==> src/rtl/axi_arb_pkg.sv <==
// Shared types and AXI encodings for the AXI master arbiter.
// Imported by axi_rr_pick and axi_master_arb.
package axi_arb_pkg;

  typedef enum logic [2:0] {
    IDLE,
    AR,
    R,
    AWW,
    B
  } state_e;

  localparam logic [1:0] BURST_INCR = 2'b01;
  localparam logic [2:0] SIZE_WORD  = 3'b010;
  localparam logic [1:0] RESP_OKAY  = 2'b00;

  // An index into a one-entry vector still needs one bit.
  function automatic int idx_width(input int n);
    return (n > 1) ? $clog2(n) : 1;
  endfunction

endpackage

==> src/rtl/axi_rr_pick.sv <==
// One-hot winner selection from a request vector, starting after ptr.
// ARB_FIXED_PRIO_EN: lowest index always wins and ptr is ignored.
module axi_rr_pick
  import axi_arb_pkg::*;
#(
  parameter int NUM_REQ = 2,
  parameter int IDX_W   = idx_width(NUM_REQ)
) (
  input  logic [NUM_REQ-1:0] valid,
  input  logic [IDX_W-1:0]   ptr,
  output logic [NUM_REQ-1:0] grant,
  output logic [IDX_W-1:0]   idx,
  output logic               any
);

`ifdef ARB_FIXED_PRIO_EN
  logic unused_ptr;
  assign unused_ptr = ^ptr;

  always_comb begin
    idx = '0;
    // Walk downwards so the lowest requesting index is assigned last.
    for (int i = NUM_REQ - 1; i >= 0; i--) begin
      if (valid[i]) idx = IDX_W'(i);
    end
  end
`else
  always_comb begin
    idx = '0;
    // Offsets scanned from farthest to nearest; the nearest requester after ptr wins.
    for (int i = NUM_REQ; i >= 1; i--) begin
      for (int j = 0; j < NUM_REQ; j++) begin
        if ((j == (int'(ptr) + i) % NUM_REQ) && valid[j]) idx = IDX_W'(j);
      end
    end
  end
`endif

  assign any   = |valid;
  assign grant = any ? (NUM_REQ'(1) << idx) : '0;

endmodule

==> src/rtl/axi_master_arb.sv <==
// Shares one AXI4 master port between NUM_REQ requesters, one transaction at a time.
// Define ARB_FIXED_PRIO_EN for fixed lowest-index priority instead of round-robin.
module axi_master_arb
  import axi_arb_pkg::*;
#(
  parameter int NUM_REQ = 2,
  parameter int ADDR_W  = 32,
  parameter int DATA_W  = 32,
  parameter int LEN_W   = 4,
  parameter int ID_W    = 4
) (
  input  logic                              ACLK,
  input  logic                              ARESETn,

  input  logic [NUM_REQ-1:0]                req_valid,
  input  logic [NUM_REQ-1:0]                req_write,
  input  logic [NUM_REQ-1:0][ADDR_W-1:0]    req_addr,
  input  logic [NUM_REQ-1:0][LEN_W-1:0]     req_len,
  input  logic [NUM_REQ-1:0][DATA_W-1:0]    req_wdata,
  input  logic [NUM_REQ-1:0][DATA_W/8-1:0]  req_wstrb,
  output logic [NUM_REQ-1:0]                req_gnt,
  output logic [DATA_W-1:0]                 rsp_rdata,
  output logic [NUM_REQ-1:0]                rsp_rvalid,
  output logic [NUM_REQ-1:0]                rsp_done,
  output logic                              rsp_err,

  output logic [ID_W-1:0]                   AWID,
  output logic [ADDR_W-1:0]                 AWADDR,
  output logic [LEN_W-1:0]                  AWLEN,
  output logic [2:0]                        AWSIZE,
  output logic [1:0]                        AWBURST,
  output logic                              AWVALID,
  input  logic                              AWREADY,

  output logic [DATA_W-1:0]                 WDATA,
  output logic [DATA_W/8-1:0]               WSTRB,
  output logic                              WLAST,
  output logic                              WVALID,
  input  logic                              WREADY,

  input  logic [ID_W-1:0]                   BID,
  input  logic [1:0]                        BRESP,
  input  logic                              BVALID,
  output logic                              BREADY,

  output logic [ID_W-1:0]                   ARID,
  output logic [ADDR_W-1:0]                 ARADDR,
  output logic [LEN_W-1:0]                  ARLEN,
  output logic [2:0]                        ARSIZE,
  output logic [1:0]                        ARBURST,
  output logic                              ARVALID,
  input  logic                              ARREADY,

  input  logic [ID_W-1:0]                   RID,
  input  logic [DATA_W-1:0]                 RDATA,
  input  logic [1:0]                        RRESP,
  input  logic                              RLAST,
  input  logic                              RVALID,
  output logic                              RREADY
);

  localparam int IDX_W = idx_width(NUM_REQ);

  state_e                state_q, state_d;
  logic [IDX_W-1:0]      owner_q;
  logic [ADDR_W-1:0]     addr_q;
  logic [LEN_W-1:0]      len_q;
  logic [DATA_W-1:0]     wdata_q;
  logic [DATA_W/8-1:0]   wstrb_q;
  logic                  aw_done_q, w_done_q;
  logic [IDX_W-1:0]      ptr;
  logic [NUM_REQ-1:0]    pick_grant;
  logic [IDX_W-1:0]      pick_idx;
  logic                  pick_any;
  logic [NUM_REQ-1:0]    owner_oh;
  logic                  accept;

  // Only one transaction is ever outstanding, so response IDs carry no information.
  logic unused_ids;
  assign unused_ids = ^{RID, BID};

  axi_rr_pick #(
    .NUM_REQ (NUM_REQ),
    .IDX_W   (IDX_W)
  ) u_pick (
    .valid (req_valid),
    .ptr   (ptr),
    .grant (pick_grant),
    .idx   (pick_idx),
    .any   (pick_any)
  );

  assign accept   = (state_q == IDLE) && pick_any && ARESETn;
  assign owner_oh = NUM_REQ'(1) << owner_q;

  // NOTE: sequential state uses non-blocking assignments so every flop samples pre-edge values.
  always_ff @(posedge ACLK) begin
    if (!ARESETn) state_q <= IDLE;
    else          state_q <= state_d;
  end

  always_comb begin
    // NOTE: default first, so no path through the case leaves state_d unassigned (no latch).
    state_d = state_q;
    case (state_q)
      IDLE: if (pick_any) state_d = req_write[pick_idx] ? AWW : AR;
      AR:   if (ARREADY) state_d = R;
      R:    if (RVALID && RLAST) state_d = IDLE;
      AWW:  if ((aw_done_q || AWREADY) && (w_done_q || WREADY)) state_d = B;
      B:    if (BVALID) state_d = IDLE;
      default: state_d = IDLE;
    endcase
  end

  // NOTE: payload registers carry no reset; they are loaded on every grant before being read.
  always_ff @(posedge ACLK) begin
    if (accept) begin
      owner_q <= pick_idx;
      addr_q  <= req_addr[pick_idx];
      len_q   <= req_len[pick_idx];
      wdata_q <= req_wdata[pick_idx];
      wstrb_q <= req_wstrb[pick_idx];
    end
  end

  // AW and W complete independently; the flags remember which one already handshook.
  always_ff @(posedge ACLK) begin
    if (!ARESETn) begin
      aw_done_q <= 1'b0;
      w_done_q  <= 1'b0;
    end else if (state_q == AWW) begin
      if (AWREADY) aw_done_q <= 1'b1;
      if (WREADY)  w_done_q  <= 1'b1;
    end else begin
      aw_done_q <= 1'b0;
      w_done_q  <= 1'b0;
    end
  end

`ifdef ARB_FIXED_PRIO_EN
  assign ptr = '0;
`else
  logic [IDX_W-1:0] ptr_q;

  // Resetting to the last index makes requester 0 the first to be considered.
  always_ff @(posedge ACLK) begin
    if (!ARESETn)       ptr_q <= IDX_W'(NUM_REQ - 1);
    else if (|rsp_done) ptr_q <= owner_q;
  end

  assign ptr = ptr_q;
`endif

  always_comb begin
    req_gnt    = '0;
    rsp_rvalid = '0;
    rsp_done   = '0;
    rsp_err    = 1'b0;
    ARVALID    = 1'b0;
    AWVALID    = 1'b0;
    WVALID     = 1'b0;
    RREADY     = 1'b0;
    BREADY     = 1'b0;
    case (state_q)
      IDLE: if (accept) req_gnt = pick_grant;
      AR:   ARVALID = 1'b1;
      R: begin
        RREADY  = 1'b1;
        rsp_err = (RRESP != RESP_OKAY);
        if (RVALID) rsp_rvalid = owner_oh;
        if (RVALID && RLAST) rsp_done = owner_oh;
      end
      AWW: begin
        AWVALID = !aw_done_q;
        WVALID  = !w_done_q;
      end
      B: begin
        BREADY  = 1'b1;
        rsp_err = (BRESP != RESP_OKAY);
        if (BVALID) rsp_done = owner_oh;
      end
      default: ;
    endcase
  end

  assign rsp_rdata = RDATA;

  assign ARID    = ID_W'(owner_q);
  assign ARADDR  = addr_q;
  assign ARLEN   = len_q;
  assign ARSIZE  = SIZE_WORD;
  assign ARBURST = BURST_INCR;

  assign AWID    = ID_W'(owner_q);
  assign AWADDR  = addr_q;
  assign AWLEN   = '0;
  assign AWSIZE  = SIZE_WORD;
  assign AWBURST = BURST_INCR;

  assign WDATA   = wdata_q;
  assign WSTRB   = wstrb_q;
  assign WLAST   = 1'b1;

endmodule

==> config.mk <==
export PLATFORM = sky130hd
export DESIGN_NAME = axi_master_arb
export DESIGN_NICKNAME = d
export VERILOG_FILES = /design/src/rtl/axi_arb_pkg.sv /design/src/rtl/axi_rr_pick.sv /design/src/rtl/axi_master_arb.sv
export SDC_FILE = /design/constraint.sdc
export NUM_CORES = 1
export LEC_CHECK = 0
export CAP_MARGIN = 10
export CORE_AREA = 4 4 142 144
export DETAILED_ROUTE_END_ITERATION = 10
export DIE_AREA = 0 0 146 148
export GPL_TIMING_DRIVEN = 0
export HOLD_SLACK_MARGIN = 0.12
export PLACE_DENSITY = 0.72
export REMOVE_ABC_BUFFERS = 1
export SKIP_LAST_GASP = 1
export SLEW_MARGIN = 15
export SYNTH_ARGS = -nofsm -noshare
export SYNTH_HDL_FRONTEND = slang
export SYNTH_HIERARCHICAL = 1
export SYNTH_SLANG_ARGS = --single-unit
==> constraint.sdc <==
create_clock -name ACLK -period 18.25 [get_ports ACLK]
set_input_delay 3.65 -clock ACLK [delete_from_list [all_inputs] [get_ports ACLK]]
set_output_delay 3.65 -clock ACLK [all_outputs]
set_load 0.02 [all_outputs]
# ---- Yosys cells after proc, flatten, opt, wreduce, memory -nomap -nowiden
# Cells that the tools add are included.
dict set report word_totals {
  ff_bits 79
  in_bits 200
  output_inout_bits 171
  wordCells 80
}
dict set report classes {
  addsub 2
  magnitude_cmp 1
  eq_ne 11
  shift 2
  muxes 34
  bitwise_logic 2
  n_reduce_logical 19
}
# cell n
set op_table {}
lappend op_table {{$mux W32} 4}
lappend op_table {{$logic_not A32 Y1} 1}
lappend op_table {{$mux W2} 8}
lappend op_table {{$mux W4} 4}
lappend op_table {{$mux W3} 5}
lappend op_table {{$pmux W3 S5} 1}
lappend op_table {{$mux W1} 10}
lappend op_table {{$ne A2 B2 Y1 const B} 5}
lappend op_table {{$logic_and A1 B1 Y1} 7}
lappend op_table {{$eq A3 B2 Y1 const B} 2}
lappend op_table {{$reduce_and A5 Y1} 1}
lappend op_table {{$eq A2 B2 Y1 const A} 2}
lappend op_table {{$pmux W2 S2} 1}
lappend op_table {{$reduce_bool A2 Y1} 2}
lappend op_table {{$reduce_or A2 Y1} 2}
lappend op_table {{$shl A1 B1 Y2 const A} 2}
lappend op_table {{$eq A3 B1 Y1 const B} 1}
lappend op_table {{$eq A3 B3 Y1 const B} 1}
lappend op_table {{$logic_not A3 Y1} 1}
lappend op_table {{$add A1 B1 Y1 const B} 2}
lappend op_table {{$and A1 B1 Y1 const A} 2}
lappend op_table {{$logic_not A1 Y1} 2}
lappend op_table {{$logic_or A1 B1 Y1} 2}
lappend op_table {{$lt A1 B2 Y1 const B} 1}
lappend op_table {{other kinds (2)} 2}

# ---- Logic depth before layout (Yosys ltp)
# Gate-level depths: netlist of the first run.
dict set report logic_depth {
  depth_word 12
  depth_mapped 5
  mapped_depth_nobuf 5
}

# ---- Cells and area by module
# Netlist of the first run, hierarchy kept.
# module instances cells_per_inst area_per_inst_um2 seq_area_each_um2
set modules_own_cells {}
lappend modules_own_cells {axi_master_arb 1 299 4132.7 2312.2}
lappend modules_own_cells {axi_rr_pick 1 5 32.5 0.0}

# ---- Worst setup path before layout of the first run
# OpenSTA, ideal clock, no wires.
dict set report synth_timing {
  path_kind {in2out}
  from {input port req_valid[1]}
  to {output port req_gnt[0]}
  arrival_ps 8476
  required_time_ps 14600
  slack_ps 6124
  path_stages 4
  path_buffers 0
  path_cell_list {or2_1 -> nand2b_1 -> nor4b_2 -> and2_1}
}
dict set report synth_via {
  elab_cells_between_ends 12
  cone_classes {shift: 1; mux: 6; reduce/logical: 5}
}
# element line_no
set synth_rtl {}
lappend synth_rtl {{start: declaration} axi_master_arb.sv:15} ;# input logic [NUM_REQ-1:0] req_valid,
lappend synth_rtl {{$reduce_or A2 Y1} axi_rr_pick.sv:39} ;# assign any = |valid;
lappend synth_rtl {{$logic_and A1 B1 Y1 (2 in a row)} axi_master_arb.sv:93} ;# assign accept = (state_q == IDLE) && pick_any && ARESETn;
lappend synth_rtl {{named net accept} axi_master_arb.sv:76} ;# logic accept;
lappend synth_rtl {{$mux W2} axi_master_arb.sv:165} ;# IDLE: if (accept) req_gnt = pick_grant;
lappend synth_rtl {{$mux W2} axi_master_arb.sv:164} ;# case (state_q)
lappend synth_rtl {{end: declaration} axi_master_arb.sv:21} ;# output logic [NUM_REQ-1:0] req_gnt,
# The timed path passes the listed nets, and every way through them passes these cells.

# ---- Final worst setup path of the first run
dict set report layout_timing {
  from {input port req_valid[0]}
  to {output port req_gnt[0]}
}
dict set report layout_via {
  elab_cells_between_ends 10
  cone_classes {shift: 1; mux: 5; reduce/logical: 4}
}
# element line_no
set layout_rtl {}
lappend layout_rtl {{$reduce_or A2 Y1} axi_rr_pick.sv:39}
lappend layout_rtl {{named net pick_any} axi_master_arb.sv:74} ;# logic pick_any;
lappend layout_rtl {{$logic_and A1 B1 Y1 (2 in a row)} axi_master_arb.sv:93}
lappend layout_rtl {{named net accept} axi_master_arb.sv:76}
lappend layout_rtl {{$mux W2} axi_master_arb.sv:165}
lappend layout_rtl {{$mux W2} axi_master_arb.sv:164}
# The timed path passes the listed nets, and every way through them passes these cells.

==> impl_metrics.tcl, run 1 <==
set metrics [dict create \
    ctsHoldBuffers 0 \
    syn_area_per_cell_sq_um 13.7 \
    antenna_cells 0 \
    synth_area_leaders "edfxtp_1 (53%), mux2_2 (20%), buf_4 (16%)" \
    fin_worst_skew_ns 0.00593 \
    drt_iter0_drc 117 \
    slowest_stage "clkdlybuf4s50_1" \
    synth-seq-cells 79 \
    critPathRequiredTime_ns 14.60 \
    final-setup-viol-count 0 \
    peakVddDrop_mv 0.0425 \
    grt_pass1_vias 3228 \
    final_common_cell "clkdlybuf4s50_1" \
    die_x_um 146 \
    start_kind "primary input" \
    async_reset_ff_frac 0 \
    maxSlewViolCount 0 \
    antenna_found_initial 0 \
    maxCapViolCount 0 \
    syn-cell-area_sq_um 4170 \
    synth-seq-area-share 0.555 \
    synth_warnings 6 \
    synth_top_area_frac 0.526 \
    power.leakage_nw 2.55 \
    dieArea_sq_um 21600 \
    layout_common_cells "clkdlybuf4s50_1 (277), edfxtp_1 (73), mux2_2 (73), conb_1 (21), nor2_1 (11)" \
    rsz0062_at_grt "false" \
    nets 724 \
    cts_sinks 79 \
    tightest_slew_ns 0.790 \
    grt_usage 0.122 \
    cts_buffers 9 \
    dr.pass1.iters 4 \
    vias 3040 \
    grt_first_pass_wirelength_mm 19.8 \
    route.detailed.wl_per_inst_um 18.0 \
    min_period_ns 9.66 \
    post-synth-top-area-cell "edfxtp_1" \
    die_h_um 148 \
    drc_errors 0 \
    setup_slack_ns 8.59 \
    fmax_mhz 104 \
    synth_cell_types 32 \
    htree_levels 3 \
    worst_ep_arrival_time_ns 6.01 \
    syn_to_final_growth_pct 70.2 \
    worst_path_most_repeated_cell "clkdlybuf4s50_1" \
    core_sq_um 18700 \
    synth_ff_type "edfxtp_1" \
    grt-ovfl-total 0 \
    rows 50 \
    cts_tree "built" \
    root_buffer "clkbuf_16" \
    start_util 0.223 \
    cts_resized 0 \
    antenna_left 0 \
    endpoint_kind "output pin" \
    cts.reportedPaths.clkPinSlew_ns 0.06 \
    viasPerCell 3.99 \
    routed_wl_mm 13.7 \
    cpPeakStageDelay_ns 0.61 \
    portBuffers 277 \
    powerDensity_nw_per_um2 93.9 \
    hpwl_mm 11.5 \
    grt_max_degree 24 \
    drive_above_1_share 0.191 \
    status "finished clean" \
    path_cells "clkdlybuf4s50_1 > or2_1 > nand2b_1 > nor4b_4 > buf_6 > and2_1 > clkdlybuf4s50_1" \
    final_hold_viol_count 0 \
    tns_ns 0 \
    gp_congestion 0.719 \
    slew_headroom 0.472 \
    clk_latency_ns 0.33 \
    cts_setup_buffers 0 \
    synth-edff-count 73 \
    finalCritPeriodShare 0.529 \
    dp_slack_ns 8.51 \
    syn_inst 304 \
    pin_count 371 \
    hold_path_class "flip-flop to flip-flop" \
    cts.path.max_buffers 2 \
    path_max_fanout 11 \
    path_class "primary input to output pin" \
]
==> synthesized netlist by cell type, types with 3 or more instances <==
cell type,n
dfxtp_1,6
buf_4,88
buf_2,9
nand2_1,3
nor2_1,11
and3_1,5
inv_1,5
edfxtp_1,73
nand2b_1,3
mux2_2,73
==> layout make-up <==
type                            count  area (sq um)
Sequential cell                    79          2310
Timing Repair Buffer              287          2930
Inverter                            5          18.8
Tap cell                          234           293
Fill cell                        1824         11600
Clock inverter                      6          86.3
Clock buffer                        9           225
Multi-Input combinational cell    142          1220
==> worst paths after layout <==
check	slack [ns]	depth (start not counted)	startpoint	end
hold / removal	0.50	2	w_done_q$_SDFFE_PN0P_	w_done_q$_SDFFE_PN0P_
setup reg to reg	16.13	5	state_q[0]$_SDFFE_PN0P_	ARADDR[29]$_DFFE_PP_
hold reg to reg	0.50	2	w_done_q$_SDFFE_PN0P_	w_done_q$_SDFFE_PN0P_
setup / recovery	8.59	7	req_valid[0]	req_gnt[0]
==> report_power, final <==
group	internal (mW)	total (mW)	switching, mW
clock network	0.119	0.194	0.0749
registers	0.234	0.249	0.0152
logic	0.119	0.223	0.104
==> metrics by stage <==
stage,instance area (sq um),utilization,cells,hold slack (ns),power (mW)
after global placement,6600,0.353,737,0.498,0.478
after CTS,7090,0.379,762,0.507,0.679
after detailed placement,6780,0.362,747,0.497,0.479
final,7090,0.379,762,0.504,0.666
after floorplan,3530,-,226,0.467,0.353
after global routing,7090,0.379,762,0.537,0.696
==> sequential cells by signal, summed over array words and instances (netlist names) <==
register and count:
ARLEN 4, state_q 3, ptr 1, WSTRB 4, ARADDR 32, WDATA 32, aw_done_q 1, owner_q 1
w_done_q 1
==> kinds of logic (layout without fill, tap and decap cells) <==
family | after synthesis | in the layout | synth area share
buf+inv | 102 | 307 | 0.174
flops | 79 | 79 | 0.555
mux | 74 | 74 | 0.200
simple gates | 34 | 34 | 0.0463
compound gates | 13 | 13 | 0.0231
other cells | 2 | 21 | 0.00180
==> metal layers <==
metal / track usage / vias to the layer above / share of wire
met3: 0.0699 / 11 / 0.13
met4: 0.0325 / 2 / 0.0091
met5: 0.0364 / - / 0.0060
met1: 0.145 / 1383 / 0.41
li1: - / 1421 / -
met2: 0.187 / 223 / 0.44
==> worst max-delay path: cells and delay by family <==
kind / cells / cell delay, ns
AND/OR/NAND/NOR: 4 / 0.95
buffers and inverters: 3 / 1.40
No activity file was read; power rests on OpenSTA's default activity.
==> inputs of run 2 (changes only) <==
Clock period 18.25 ns to 10 ns, I/O delays scaled along.
==> results of run 2 <==
Same layout as run 1 (identical final DEF). Status: finished clean.
Among the figures that moved: setup slack after placement 8.51 ns -> 3.56 ns; setup slack after layout 8.59 ns -> 3.64 ns; register-to-register setup slack 16.13 ns -> 7.88 ns; total power 0.666 mW -> 1.21 mW; worst IR drop on VDD 0.0425 mV -> 0.0776 mV
==> inputs of run 3 (changes only) <==
Clock period 10 ns to 6.6 ns, I/O delays scaled along.
==> results of run 3 <==
Same layout as run 1 (identical final DEF). Status: finished clean.
Among the figures that moved: setup slack after placement 8.51 ns -> 1.52 ns; setup slack after layout 8.59 ns -> 1.60 ns; register-to-register setup slack 16.13 ns -> 4.48 ns; total power 0.666 mW -> 1.84 mW; worst IR drop on VDD 0.0425 mV -> 0.118 mV
